### src/rtl/packetfilt_slot_scheduler.sv
// Slot scheduler for the parallel packet filter: allocates slots to the snooper,
// launches per-slot VMs, collects verdicts and releases accepted packets in arrival order.
module packetfilt_slot_scheduler #(
  parameter int N         = 5,
  parameter int SEL_WIDTH = 3,
  parameter int CNT_WIDTH = 16
) (
  input  logic                 axi_aclk,
  input  logic                 axi_aresetn,
  input  logic                 enable,
  input  logic                 snooper_done,
  input  logic                 snooper_drop,
  output logic                 ready_for_snooper,
  output logic [SEL_WIDTH-1:0] snoop_sel,
  output logic [N-1:0]         filt_start,
  input  logic [N-1:0]         filt_done,
  input  logic [N-1:0]         filt_accept,
  output logic                 ready_for_forwarder,
  output logic [SEL_WIDTH-1:0] fwd_sel,
  input  logic                 forwarder_done,
  output logic [CNT_WIDTH-1:0] num_packets_dropped,
  output logic [N-1:0]         slots_busy
);

  localparam int CW = SEL_WIDTH + 1;

  typedef enum logic [2:0] {S_FREE, S_FILL, S_FILT, S_ACC, S_REJ} slot_state_t;

  logic [N-1:0]         free_vec, fill_vec, acc_vec, rej_vec;
  logic [SEL_WIDTH-1:0] fifo_mem [N];
  logic [SEL_WIDTH-1:0] rd_ptr_reg, wr_ptr_reg;
  logic [CW-1:0]        count_reg;

  logic                 ready_for_snooper_reg, ready_for_forwarder_reg;
  logic [SEL_WIDTH-1:0] snoop_sel_reg, fwd_sel_reg;
  logic [N-1:0]         filt_start_reg;
  logic [CNT_WIDTH-1:0] drop_cnt_reg;

  logic                 alloc_found, alloc_valid, push, pop, head_valid;
  logic                 ready_for_forwarder_next;
  logic [SEL_WIDTH-1:0] alloc_idx, head_idx;

  always_comb begin
    alloc_idx   = '0;
    alloc_found = 1'b0;
    for (int i = N - 1; i >= 0; i--) begin
      if (free_vec[i]) begin
        alloc_idx   = SEL_WIDTH'(i);
        alloc_found = 1'b1;
      end
    end
  end

  // Only one slot may be in FILL, so allocation waits until the current fill is handed off.
  assign alloc_valid = enable && alloc_found && !(|fill_vec);
  assign push        = enable && snooper_done && ready_for_snooper_reg;
  assign head_valid  = (count_reg != '0);
  assign head_idx    = fifo_mem[rd_ptr_reg];
  assign pop         = enable && head_valid &&
                       (rej_vec[head_idx] || (ready_for_forwarder_reg && forwarder_done));
  assign ready_for_forwarder_next = head_valid && acc_vec[head_idx] &&
                                    !(ready_for_forwarder_reg && forwarder_done);

  generate
    for (genvar gi = 0; gi < N; gi++) begin : g_slot
      slot_state_t state_reg;

      always_ff @(posedge axi_aclk or negedge axi_aresetn) begin
        if (!axi_aresetn) begin
          state_reg <= S_FREE;
        end else if (!enable) begin
          state_reg <= S_FREE;
        end else begin
          case (state_reg)
            S_FREE: if (alloc_valid && alloc_idx == SEL_WIDTH'(gi)) state_reg <= S_FILL;
            S_FILL: if (push) state_reg <= S_FILT;
            S_FILT: if (filt_done[gi]) state_reg <= filt_accept[gi] ? S_ACC : S_REJ;
            S_ACC, S_REJ: if (pop && head_idx == SEL_WIDTH'(gi)) state_reg <= S_FREE;
            default: state_reg <= S_FREE;
          endcase
        end
      end

      assign free_vec[gi] = (state_reg == S_FREE);
      assign fill_vec[gi] = (state_reg == S_FILL);
      assign acc_vec[gi]  = (state_reg == S_ACC);
      assign rej_vec[gi]  = (state_reg == S_REJ);
    end
  endgenerate

  // Order FIFO storage needs no reset: entries are only read while count_reg covers them.
  always_ff @(posedge axi_aclk) begin
    if (push) fifo_mem[wr_ptr_reg] <= snoop_sel_reg;
  end

  always_ff @(posedge axi_aclk or negedge axi_aresetn) begin
    if (!axi_aresetn) begin
      rd_ptr_reg              <= '0;
      wr_ptr_reg              <= '0;
      count_reg               <= '0;
      ready_for_snooper_reg   <= 1'b0;
      snoop_sel_reg           <= '0;
      filt_start_reg          <= '0;
      ready_for_forwarder_reg <= 1'b0;
      fwd_sel_reg             <= '0;
      drop_cnt_reg            <= '0;
    end else if (!enable) begin
      rd_ptr_reg              <= '0;
      wr_ptr_reg              <= '0;
      count_reg               <= '0;
      ready_for_snooper_reg   <= 1'b0;
      snoop_sel_reg           <= '0;
      filt_start_reg          <= '0;
      ready_for_forwarder_reg <= 1'b0;
      fwd_sel_reg             <= '0;
    end else begin
      filt_start_reg <= push ? (N'(1) << snoop_sel_reg) : '0;

      if (push) begin
        ready_for_snooper_reg <= 1'b0;
      end else if (alloc_valid) begin
        ready_for_snooper_reg <= 1'b1;
        snoop_sel_reg         <= alloc_idx;
      end

      if (push) wr_ptr_reg <= (wr_ptr_reg == SEL_WIDTH'(N - 1)) ? '0 : wr_ptr_reg + SEL_WIDTH'(1);
      if (pop)  rd_ptr_reg <= (rd_ptr_reg == SEL_WIDTH'(N - 1)) ? '0 : rd_ptr_reg + SEL_WIDTH'(1);
      if (push && !pop)      count_reg <= count_reg + CW'(1);
      else if (pop && !push) count_reg <= count_reg - CW'(1);

      ready_for_forwarder_reg <= ready_for_forwarder_next;
      if (ready_for_forwarder_next) fwd_sel_reg <= head_idx;

      if (snooper_drop && drop_cnt_reg != '1) drop_cnt_reg <= drop_cnt_reg + CNT_WIDTH'(1);
    end
  end

  assign ready_for_snooper   = ready_for_snooper_reg;
  assign snoop_sel           = snoop_sel_reg;
  assign filt_start          = filt_start_reg;
  assign ready_for_forwarder = ready_for_forwarder_reg;
  assign fwd_sel             = fwd_sel_reg;
  assign num_packets_dropped = drop_cnt_reg;
  assign slots_busy          = ~free_vec;

endmodule

### config.mk
export PLATFORM = sky130hd
export DESIGN_NAME = packetfilt_slot_scheduler
export DESIGN_NICKNAME = d
export VERILOG_FILES = /design/src/rtl/packetfilt_slot_scheduler.sv
export SDC_FILE = /design/constraint.sdc
export NUM_CORES = 1
export LEC_CHECK = 0
export BUFFER_PORTS_ARGS = -buffer_cell sky130_fd_sc_hd__clkbuf_2
export CAP_MARGIN = 20
export CORE_ASPECT_RATIO = 0.8
export CORE_MARGIN = 2
export CORE_UTILIZATION = 30
export CTS_CLUSTER_DIAMETER = 50
export CTS_CLUSTER_SIZE = 40
export DETAILED_ROUTE_END_ITERATION = 12
export PLACE_DENSITY = 0.5
export SETUP_SLACK_MARGIN = 0.3
export SYNTH_ARGS = -nofsm -noshare
export SYNTH_HDL_FRONTEND = slang
export SYNTH_SLANG_ARGS = --single-unit
### constraint.sdc
create_clock -name axi_aclk -period 3.4 [get_ports axi_aclk]
set_clock_uncertainty 0.2 [all_clocks]
set_input_delay 0.17 -clock axi_aclk [delete_from_list [all_inputs] [get_ports axi_aclk]]
set_output_delay 0.17 -clock axi_aclk [all_outputs]
set_load 0.005 [all_outputs]
==> flow_summary.json <==
{
  "cpMostUsedCell": "mux2i_1",
  "largest_reg_flops": 16,
  "worst-path-buf-inv": 0,
  "firstDrtPassIters": 4,
  "finalSetupViolations": 0,
  "cts_made_buffers": 9,
  "clock_path_buffers": 2,
  "port_buffers": 49,
  "grt_pass1_wl_mm": 15.6,
  "rsz0062_at_grt": "true",
  "hp-class": "in -> reg",
  "cp-startpoint": "rd_ptr_reg[1]",
  "vias_per_cell": 4.96,
  "synth_cells": 388,
  "post-route-min-period_ps": 3060,
  "timing.rr.start": "rd_ptr_reg[1]",
  "die_w_um": 130,
  "track_usage_pct": 14.8,
  "synth_top_area_share_pct": 35.5,
  "hold_end": "g_slot[1].state_reg[1]",
  "grtUsageMet2_pct": 20.8,
  "die_area_um2": 13600,
  "clock-sinks": 69,
  "clk_latency_ps": 330,
  "grt_util_met3_pct": 3.28,
  "cp_slowest_stage_delay_ps": 450,
  "cts_max_level": 3,
  "drive_gt1_share_pct": 22.5,
  "synth_area_um2": 3810,
  "nNetsFinal": 473,
  "grt_pass1_vias": 2882,
  "post-route-period-util_pct": 90.1,
  "setup_ws_ps": 336,
  "crit_path_end_kind": "flop",
  "drv_cap": 0,
  "synth-edff-count": 15,
  "cp_top_family": "multiplexers",
  "crit_path_start_kind": "flop",
  "grt_max_degree": 30,
  "start_util_pct": 31.0,
  "critPathKind": "reg -> reg",
  "die_h_um": 105,
  "syn_avg_cell_area_um2": 9.82,
  "setup-tns-final_ps": 0,
  "core_um2": 12300,
  "yosysMostFrequentCell": "dfrtp_1",
  "gr-max-usage-layer": "met1",
  "synthTopCellsByCount": "54 x dfrtp_1, 36 x nand2_1, 35 x nor2_1",
  "max-slew-margin-rel_pct": 38.5,
  "grt-ovfl-total": 0,
  "hold_viol": 0,
  "yosysUniqueCellTypes": 57,
  "worst_r2r_endpoint": "count_reg[3]",
  "vias": 3099,
  "cp_max_fo": 3,
  "whs_path_depth": 4,
  "rr_worst_depth": 11,
  "cellLeakagePower_nw": 2.06,
  "ioPinCount": 50,
  "ys_ff_latch": 69,
  "wirelength_mm": 9.49,
  "ys.warnings.count": 0,
  "synth_ff_type": "dfrtp_1",
  "total_power_mw": 2.80,
  "power.density_nw_per_um2": 587,
  "route.detailed.drc": 0,
  "r2r_setup_slack_ps": 340,
  "root_buffer": "clkbuf_16",
  "antennaDiodeCount": 0,
  "rows": 36,
  "maxSlewViolCount": 0,
  "worstPathCellList": "mux2i_1 > a22o_1 > or2_1 > mux4_2 > a21o_1 > nand2b_4 > ha_4 > a21o_1 > a21oi_2 > mux2i_1 > mux2i_1",
  "tightest_slew_ps": 911,
  "cts_tree": "done",
  "post-dp-hpwl_mm": 7.06,
  "pre_cts_ws_ps": 159,
  "status": "completed",
  "antenna_found_initial": 0,
  "cp.required_ps": 3450,
  "ant_nets": 0,
  "area_delta_synth_final_pct": 25.3,
  "use_met1_pct": 22.9,
  "yosysTopAreaCell": "dfrtp_1",
  "drtIter0Drc": 170,
  "arrival_ps": 3110,
  "wl_per_cell_um": 15.2,
  "timing.fmax_ghz": 0.326,
  "gp_congestion": 0.802,
  "syn_nets": 412,
  "crit_slowest_cell": "mux4_2",
  "clkTransAtPathRegs_ps": 60,
  "ir_drop_mv": 0.288,
  "synth-async-reset-ratio_pct": 78.3,
  "yosysSeqAreaShare_pct": 47.3,
  "worstHoldStart": "filt_accept[1]",
  "netlist_top_cells_area": "dfrtp_1 35%, edfxtp_1 12%, nand2_1 3.5%"
}
==> cells by family after synthesis <==
family                     Yosys count  share of synthesized area, %
AOI/OAI and AO/OA                   77                          13.9
DFF                                 69                          47.3
adders and majority gates            8                          2.82
buffers and inverters               38                          3.81
and+or+nand+nor                    162                          22.6
muxes                               18                          5.88
xor gates and xnor gates            16                          3.68
==> worst min-delay path, delay by kind of cell <==
| kind | cells | cell delay [ps] |
|---|---|---|
| buf+inv | 1 | 90 |
| simple gates | 1 | 90 |
| compound gates | 2 | 200 |
==> what timing repair did <==
| action | in CTS | in global routing |
|---|---|---|
| hold buffers | 6 | 0 |
| gates resized for setup | 5 | 3 |
| hold endpoints to repair | 32 | 0 |
| buffers inserted | 2 | 1 |
| endpoints found under the setup margin | 2 | 2 |
==> cell type report <==
cell class | count | area [um^2]
Sequential cell | 69 | 1800
Inverter | 18 | 67.6
Clock buffer | 11 | 233
Clock inverter | 5 | 108
Multi-Input combinational cell | 281 | 1930
Timing Repair Buffer | 70 | 418
Fill cell | 1230 | 7520
Tap cell | 171 | 214
==> per-layer routing <==
| metal | share of wire (%) | vias up |
|---|---|---|
| li1 | - | 1543 |
| met1 | 53 | 1490 |
| met2 | 42 | 58 |
| met3 | 3.9 | 8 |
| met4 | 0.90 | 0 |
| met5 | 0 | - |
==> power by group <==
part           leakage, nW  total [mW]  switching [mW]  internal, mW
Combinational         1.02       0.643           0.356         0.287
Clock                0.164        1.08           0.357         0.721
Sequential           0.875        1.08           0.137         0.944
==> metrics by stage <==
stage | instances | instance area (um^2) | hold slack [ps] | utilization, %
after floorplan | 388 | 3850 | -326 | -
after global placement | 600 | 4310 | 100 | 35.1
after detailed placement | 600 | 4310 | 101 | 35.1
after CTS | 624 | 4750 | 54.0 | 38.7
after global routing | 625 | 4770 | 83.1 | 38.8
final | 625 | 4770 | 54.6 | 38.8
==> placed cells by master (no fill, tap or decap), drive strengths merged, types with 6 or more instances in the layout <==
cell and count:
a211oi 6, a21oi 17, buf 15, clkbuf 60, dfrtp 54, dlygate4sd3 6
edfxtp 15, ha 7, inv 19, mux2i 10, nand2 36, nand2b 9
nand3 8, nor2 35, nor2b 6, nor3 13, nor3b 10, nor4 7
o21ai 17, o41ai 6, or3 8, xnor2 11
==> how the worst max path moves through the flow <==
stage / end / slack [ps] / depth (start not counted)
global placement: count_reg[3] / 230 / 11
detailed placement: count_reg[3] / 160 / 11
floorplan: count_reg[3] / 200 / 13
global route: count_reg[3] / 190 / 11
finish: count_reg[3] / 340 / 11
CTS: count_reg[3] / 300 / 11
(Power assumes the default switching activity.)
